[src/rtl/status_cond_unit.sv]
// status_cond_unit: NZCV status register, per-lane condition evaluation, saturating exec/skip counters.
// Latency: 1 cycle from accept to pass_valid/pass; one lane group accepted per cycle.
// Backpressure: cond_ready drops in flag-write cycles unless COND_BYPASS_EN forwards flag_in (ready tied high).
module status_cond_unit #(
  parameter int LANES = 2,
  parameter int CNT_W = 16
) (
  input  logic                 clk,
  input  logic                 rst_n,
  input  logic                 flag_we,
  input  logic [3:0]           flag_in,
  input  logic                 flush,
  input  logic [LANES-1:0]     cond_valid,
  input  logic [4*LANES-1:0]   cond,
  output logic                 cond_ready,
  output logic [LANES-1:0]     pass_valid,
  output logic [LANES-1:0]     pass,
  output logic [3:0]           status,
  input  logic                 cnt_clr,
  output logic [CNT_W-1:0]     cnt_exec,
  output logic [CNT_W-1:0]     cnt_skip
);

  logic [3:0]       status_q, status_d;
  logic [LANES-1:0] pv_q, pv_d;
  logic [LANES-1:0] pass_q, pass_d;
  logic [LANES-1:0] accept;
  logic [CNT_W-1:0] exec_q, exec_d;
  logic [CNT_W-1:0] skip_q, skip_d;
  logic [CNT_W:0]   exec_inc, skip_inc;
  logic [CNT_W:0]   exec_sum, skip_sum;
  logic [3:0]       eval_flags;

  function automatic logic cond_eval(input logic [3:0] code, input logic [3:0] nzcv);
    logic n, z, c, v;
    {n, z, c, v} = nzcv;
    cond_eval = 1'b0;
    case (code)
      4'h0: cond_eval = z;
      4'h1: cond_eval = ~z;
      4'h2: cond_eval = c;
      4'h3: cond_eval = ~c;
      4'h4: cond_eval = n;
      4'h5: cond_eval = ~n;
      4'h6: cond_eval = v;
      4'h7: cond_eval = ~v;
      4'h8: cond_eval = c & ~z;
      4'h9: cond_eval = ~c | z;
      4'hA: cond_eval = (n == v);
      4'hB: cond_eval = (n != v);
      4'hC: cond_eval = ~z & (n == v);
      4'hD: cond_eval = z | (n != v);
      4'hE: cond_eval = 1'b1;
      default: cond_eval = 1'b0;
    endcase
  endfunction

`ifdef COND_BYPASS_EN
  // The ALU write is forwarded so a dependent condition never stalls.
  assign cond_ready = 1'b1;
  assign eval_flags = flag_we ? flag_in : status_q;
`else
  // Requester holds through the write cycle and sees the updated register next cycle.
  assign cond_ready = ~flag_we;
  assign eval_flags = status_q;
`endif

  always_comb begin
    status_d = flag_we ? flag_in : status_q;
    accept   = '0;
    pv_d     = '0;
    pass_d   = '0;
    exec_inc = '0;
    skip_inc = '0;
    for (int i = 0; i < LANES; i++) begin
      accept[i] = cond_valid[i] & cond_ready & ~flush;
      pv_d[i]   = accept[i];
      pass_d[i] = accept[i] & cond_eval(cond[4*i +: 4], eval_flags);
      if (accept[i]) begin
        if (pass_d[i]) exec_inc = exec_inc + (CNT_W+1)'(1);
        else           skip_inc = skip_inc + (CNT_W+1)'(1);
      end
    end
    // The extra carry bit flags overflow so the counters stick at all-ones.
    exec_sum = {1'b0, exec_q} + exec_inc;
    skip_sum = {1'b0, skip_q} + skip_inc;
    if (cnt_clr)             exec_d = '0;
    else if (exec_sum[CNT_W]) exec_d = '1;
    else                     exec_d = exec_sum[CNT_W-1:0];
    if (cnt_clr)             skip_d = '0;
    else if (skip_sum[CNT_W]) skip_d = '1;
    else                     skip_d = skip_sum[CNT_W-1:0];
  end

  always_ff @(posedge clk or negedge rst_n) begin
    if (!rst_n) begin
      status_q <= '0;
      pv_q     <= '0;
      pass_q   <= '0;
      exec_q   <= '0;
      skip_q   <= '0;
    end else begin
      status_q <= status_d;
      pv_q     <= pv_d;
      pass_q   <= pass_d;
      exec_q   <= exec_d;
      skip_q   <= skip_d;
    end
  end

  assign status     = status_q;
  assign pass_valid = pv_q;
  assign pass       = pass_q;
  assign cnt_exec   = exec_q;
  assign cnt_skip   = skip_q;

endmodule

[config.mk]
export PLATFORM = sky130hd
export DESIGN_NAME = status_cond_unit
export DESIGN_NICKNAME = d
export VERILOG_FILES = /design/src/rtl/status_cond_unit.sv
export SDC_FILE = /design/constraint.sdc
export NUM_CORES = 1
export LEC_CHECK = 0
export ABC_AREA = 1
export ABC_CLOCK_PERIOD_IN_PS = 3600
export BUFFER_PORTS_ARGS = -buffer_cell sky130_fd_sc_hd__clkbuf_2
export CORE_ASPECT_RATIO = 1.5
export CORE_MARGIN = 5
export CORE_UTILIZATION = 54
export DETAILED_ROUTE_END_ITERATION = 10
export PLACE_DENSITY = 0.83
export SYNTH_ARGS = -nofsm -noshare
export SYNTH_HDL_FRONTEND = slang
export SYNTH_SLANG_ARGS = --single-unit
[constraint.sdc]
create_clock -name clk -period 3.6 [get_ports clk]
set_input_delay 0.36 -clock clk [delete_from_list [all_inputs] [get_ports clk]]
set_output_delay 0.36 -clock clk [all_outputs]
set_load 0.01 [all_outputs]
==> flow_summary_export.csv, run 1 <==
group,metric,value,unit
synth,ys_top_cells_by_area,"dfrtp_1 (38%), nand2_1 (12%), inv_1 (8.8%), nand3_1 (6.2%), nor2_1 (4.9%)",
cells_and_area,final.fill_count,441,
placement,dp_slack,0.0248,ns
global_route,grt_first_pass_wirelength,10500,um
synth,postSynthCellCount,359,
sta,final-setup-viol-count,0,
synth,netlist_area,2600,um2
clocking,clk_path_buf_depth,2,
clocking,cts_tree,"built",
sta,fin_crit,3.36,ns
critical_path,cpMostUsedCell,"nand2_1",
synth,synth_top_cell_by_area,"dfrtp_1",
power,ir_drop,0.000213,V
critical_path,critical_path_class,"flip-flop to flip-flop",
placement,io_buffers,59,
synth,synth_warnings,0,
clocking,cts_num_sinks,40,
power,p_per_area,283,nW/um2
routing,ant_nets,0,
placement,hpwl,4930,um
routing,drc,0,
synth,synthFlopType,"dfrtp_1",
job,cap_violations,0,
routing,routed_wl,6390,um
clocking,h-tree-depth,2,
clocking,clk_pin_slew,0.07,ns
floorplan,die-width,66.7,um
critical_path,crit_required,3.79,ns
global_route,grt_use_total,21.5,%
routing,vias,2544,
global_route,antenna_found_initial,0,
synth,syn_nets,386,
power,leakagePower,1.76,nW
global_route,grt_max_degree,41,
synth,synth_area_per_cell,7.24,um2
synth,yosys.area.top_type_share,38.5,%
routing,drt_iter0_drc,165,
global_route,grt-ovfl-total,0,
cells_and_area,layout-drive-gt1-share,23.5,%
floorplan,die-area,6330,um2
synth,ys_ff_latch,40,
routing,routed_via_density,5.17,
synth,ys_async_sr_fraction,100,%
critical_path,path_cells,"buf_12, nand2_1, nand3_2, nand2_1, nand2_1, o21ai_0, a21oi_2, nor2_4, inv_1, ha_1, nand2_1, nand2_1, ha_1, inv_1, fa_1, inv_1, nand3_2, nor2_4, nand2_4, nor2_4, xnor2_1, nand2_1, nand2_1, inv_1",
critical_path,crit_slowest_cell,"dfrtp_2",
critical_path,cp_top_family,"simple AND/OR/NAND/NOR gates",
critical_path,cp-end-kind,"flip-flop",
critical_path,crit_arrival,3.54,ns
clocking,cts_made_buffers,5,
clocking,clockRootBuffer,"clkbuf_8",
critical_path,path_buf_inv,5,
cells_and_area,syn2layout_area_growth,20.0,%
cells_and_area,diodes,0,
routing,dr.pass1.iters,5,
sta,worst_slack,0.242,ns
placement,dp_cells,481,
synth,ys_types,29,
sta,period_share,93.3,%
floorplan,start_util,54.5,%
cells_and_area,stdcell_count,492,
placement,gp_congestion,0.884,
sta,fmaxAchievable,298,MHz
sta,fin_skew,0.00628,ns
synth,yosys-top-cells-count,"nand2_1 (86), inv_1 (61), dfrtp_1 (40), nor2_1 (34), nand3_1 (32)",
routing,routedWlPerCell,13.0,um
critical_path,max_stage_delay,0.44,ns
synth,yosysSeqAreaShare,38.5,%
synth,synth_edf_count,0,
floorplan,core,4770,um2
sta,hold_ws,0.228,ns
floorplan,num_io_pins,60,
sta,max-slew-margin-rel,33.3,%
critical_path,crit_path_start_kind,"flip-flop",
floorplan,die_h,95.0,um
outcome,outcome,"finished clean",
sta,tightest_slew,1.00,ns
global_route,grt_pass1_vias,2434,
sta,final_max_slew_viol_count,0,
synth,yosysMostFrequentCell,"nand2_1",
hold_path,min_path_type,"input port to asynchronous set/reset pin",
floorplan,rows,31,
sta,finalHoldViolations,0,
cells_and_area,fin_nets,452,
critical_path,critical_path.max_fanout,4,
clocking,clk_latency,0.29,ns
## final cells by class
cell class | instances | area [um2] | area share, %
Tap cell | 66 | 82.6 | 2.65
Multi-Input combinational cell | 253 | 1370 | 44.0
Sequential cell | 40 | 1000 | 32.1
Inverter | 62 | 235 | 7.54
Clock buffer | 8 | 90.1 | 2.89
Timing Repair Buffer | 63 | 338 | 10.8
## power by group
| group | internal [W] | switching, W | total [W] |
|---|---|---|---|
| sequential | 0.000457 | 0.00000845 | 0.000465 |
| combinational | 0.0000386 | 0.0000716 | 0.000110 |
| clock | 0.000156 | 0.000150 | 0.000307 |
| total | 0.000652 | 0.000230 | 0.000882 |
## sequential cells by signal, indices dropped and copies added (netlist names)
register and count:
cnt_exec 16, status 4, pass_valid 2, pass 2
cnt_skip 16
## layout by cell type (no fill, tap or decap)
cell,synthesis,final
a21oi_2,2,4
xnor2_1,3,3
clkbuf_8,0,6
nand4_1,6,6
nand2_4,1,2
nor2_1,34,31
o21ai_1,6,6
nand3_1,32,31
a31oi_2,1,1
fa_1,2,2
clkbuf_2,0,59
nand3_2,4,5
or2_0,1,1
nand2_1,86,86
nor3_1,10,10
ha_1,6,6
buf_4,1,3
buf_12,0,1
clkbuf_1,3,2
xor2_1,12,12
o21ai_0,13,13
a31oi_1,1,1
nor3_2,1,1
nor2_2,1,3
dfrtp_2,0,1
inv_1,61,58
inv_2,1,3
nand2_2,5,5
nor3_4,1,1
dfrtp_1,40,39
inv_4,0,1
nor2_4,3,4
a21oi_1,21,19
## final timing paths
kind,start,depth (start not counted),endpoint,slack (ns)
min reg2reg,cnt_exec[15],4,cnt_exec[15],0.60
min,rst_n,1,cnt_skip[15],0.23
max reg2reg,status[0],24,cnt_skip[12],0.24
min in group clk,flag_in[1],3,status[1],0.28
max,status[0],24,cnt_skip[12],0.24
max in group asynchronous,rst_n,1,status[0],2.69
## kinds of logic after synthesis
logic type	Yosys count	synth area share, %
AND/OR/NAND/NOR	185	32.8
buffers and inverters	67	10.1
AO/OA/AOI/OAI	44	9.10
flip-flops	40	38.5
XOR/XNOR	15	5.05
adder cells (fa/ha/maj)	8	4.43
## per-stage QoR
step / util, % / area [um2] / TNS, ns / total power (W)
global route: 65.4 / 3120 / -0.0475 / 0.000929
detailed placement: 62.1 / 2960 / 0 / 0.000575
finish: 65.4 / 3120 / 0 / 0.000882
floorplan: - / 2600 / 0 / 0.000527
global placement: 62.1 / 2960 / 0 / 0.000573
CTS: 64.0 / 3050 / 0 / 0.000886
## per-layer routing
layer / GRT usage (%) / wire length, um
met1: 23.6 / 2450
met2: 40.0 / 3470
met3: 4.05 / 355
met4: 7.63 / 112
met5: 0 / 0
## what timing repair did
item	4_1_cts	5_1_grt
hold buffers	0	0
gates resized for setup	0	13
buffers inserted	0	2
endpoints found under the setup margin	0	32
(Power assumes the default switching activity.)
==> run 2: changes to the inputs <==
Settings changed: CORE_MARGIN 5 to 3, REMOVE_ABC_BUFFERS set to 1.
==> run 2 against run 1 <==
Non-clock buffer count fell by 1. Critical path type unchanged. Largest cell class unchanged. Critical path depth rose by 1. Highest routed layer unchanged. Total power fell by 3.4%. Combinational power fell by 9%. Largest power group unchanged.
==> flow_summary_export.csv, run 2 (synthesis results as in run 1) <==
group,metric,value,unit
power,p_per_area,279,nW/um2
power,ir_drop,0.000256,V
critical_path,startpoint,"status[3]",
sta,hold_ws,0.211,ns
critical_path,critical_path_class,"flip-flop to flip-flop",
global_route,grt_pass1_vias,2473,
critical_path,crit_required,3.83,ns
clocking,cts_resized,0,
critical_path,critical_path.max_fanout,11,
global_route,antenna_found_initial,0,
critical_path,max_stage_delay,0.45,ns
placement,gp_congestion,0.944,
cells_and_area,syn2layout_area_growth,17.5,%
hold_path,min_path_type,"input port to asynchronous set/reset pin",
cells_and_area,final_common_cell,"nand2_1",
floorplan,die-width,62.7,um
clocking,clockRootBuffer,"clkbuf_8",
global_route,grt_use_total,23.0,%
sta,tightest_slew,0.985,ns
global_route,grt-ovfl-total,0,
routing,dr.pass1.iters,5,
floorplan,die_h,91.0,um
clocking,clk_latency,0.29,ns
clocking,h-tree-depth,2,
sta,fin_crit,3.38,ns
cells_and_area,fin_nets,450,
outcome,outcome,"finished clean",
critical_path,timing.rr.start,"status[3]",
cells_and_area,layout-drive-gt1-share,21.7,%
critical_path,reg2reg_depth,25,
routing,ant_nets,0,
sta,max-slew-margin-rel,34.3,%
routing,routed_wl,6280,um
critical_path,rr_endpoint,"cnt_skip[9]",
routing,drt_iter0_drc,138,
floorplan,start_util,56.8,%
sta,finalHoldViolations,0,
cells_and_area,diodes,0,
job,cap_violations,0,
critical_path,reg2reg_slack,0.22,ns
sta,period_share,93.8,%
clocking,postCtsSetupBuffers,0,
clocking,clk_path_buf_depth,2,
critical_path,cp-end-kind,"flip-flop",
placement,io_buffers,59,
critical_path,crit_path_start_kind,"flip-flop",
cells_and_area,final_cell_mix,"nand2_1 (86), inv_1 (60), clkbuf_2 (59), dfrtp_1 (38), nor2_1 (33)",
sta,fmaxAchievable,296,MHz
clocking,cts_tree,"built",
floorplan,die-area,5700,um2
sta,fin_skew,0.00405,ns
critical_path,cpMostUsedCell,"nand2_1",
critical_path,crit_arrival,3.61,ns
clocking,cts_num_sinks,40,
sta,final-setup-viol-count,0,
routing,routedWlPerCell,12.9,um
routing,routed_via_density,5.23,
critical_path,crit_slowest_cell,"dfrtp_2",
clocking,cts_made_buffers,5,
clocking,clk_pin_slew,0.08,ns
routing,drc,0,
cells_and_area,fin_util,66.7,%
global_route,grt_max_degree,41,
clocking,hold_buffers,0,
global_route,grt_first_pass_wirelength,10600,um
sta,final_max_slew_viol_count,0,
floorplan,num_io_pins,60,
routing,vias,2547,
placement,hpwl,4890,um
floorplan,rows,30,
power,leakagePower,1.74,nW
floorplan,core,4580,um2
run 2: power breakdown:
part | total, W | leakage (nW) | switching [W] | internal [W]
registers | 0.000466 | 0.547 | 0.00000880 | 0.000457
logic | 0.000100 | 1.16 | 0.0000679 | 0.0000325
clock network | 0.000286 | 0.0410 | 0.000154 | 0.000132
total | 0.000852 | 1.74 | 0.000231 | 0.000621
run 2: layout make-up:
cell class | instances | area, um2
Tap cell | 64 | 80.1
Sequential cell | 40 | 1000
Clock inverter | 1 | 5.00
Fill cell | 417 | 1520
Clock buffer | 6 | 72.6
Inverter | 62 | 233
Multi-Input combinational cell | 252 | 1340
Timing Repair Buffer | 62 | 318
run 2: through the flow:
step | total power (W) | cells | setup WS (ns) | setup TNS, ns | area [um2]
2_1_floorplan | 0.000522 | 354 | 0.566 | 0 | 2570
3_3_place_gp | 0.000572 | 480 | 0.166 | 0 | 2970
3_5_place_dp | 0.000575 | 480 | 0.0581 | 0 | 2970
4_1_cts | 0.000861 | 487 | 0.0461 | 0 | 3050
5_1_grt | 0.000899 | 487 | -0.00168 | -0.00168 | 3060
6_report | 0.000852 | 487 | 0.224 | 0 | 3060
run 2: worst max path at each step:
stage                               to  slack, ns  cells past startpoint
after floorplan           cnt_skip[13]       0.57                     25
after global placement    cnt_skip[13]       0.17                     25
after detailed placement  cnt_skip[13]       0.06                     25
after CTS                 cnt_skip[13]       0.05                     25
after global routing      cnt_skip[13]     -0.002                     23
final                      cnt_skip[9]       0.22                     25
run 2: worst max-delay path: cells and delay by family (launching register included):
family	cells	cell delay [ns]
DFF	1	0.45
buffers and inverters	5	0.42
adders and majority gates	3	0.82
AOI/OAI and AO/OA	1	0.06
and+or+nand+nor	16	1.56
run 2: metal layers:
layer / vias to the layer above / part of all wire (%) / track usage [%] / routed length, um
li1: 1262 / - / - / -
met2: 80 / 54 / 43.9 / 3400
met3: 18 / 4.2 / 4.21 / 266
met1: 1187 / 39 / 23.5 / 2430
met4: 0 / 3.0 / 11.2 / 189
met5: - / 0 / 0 / 0
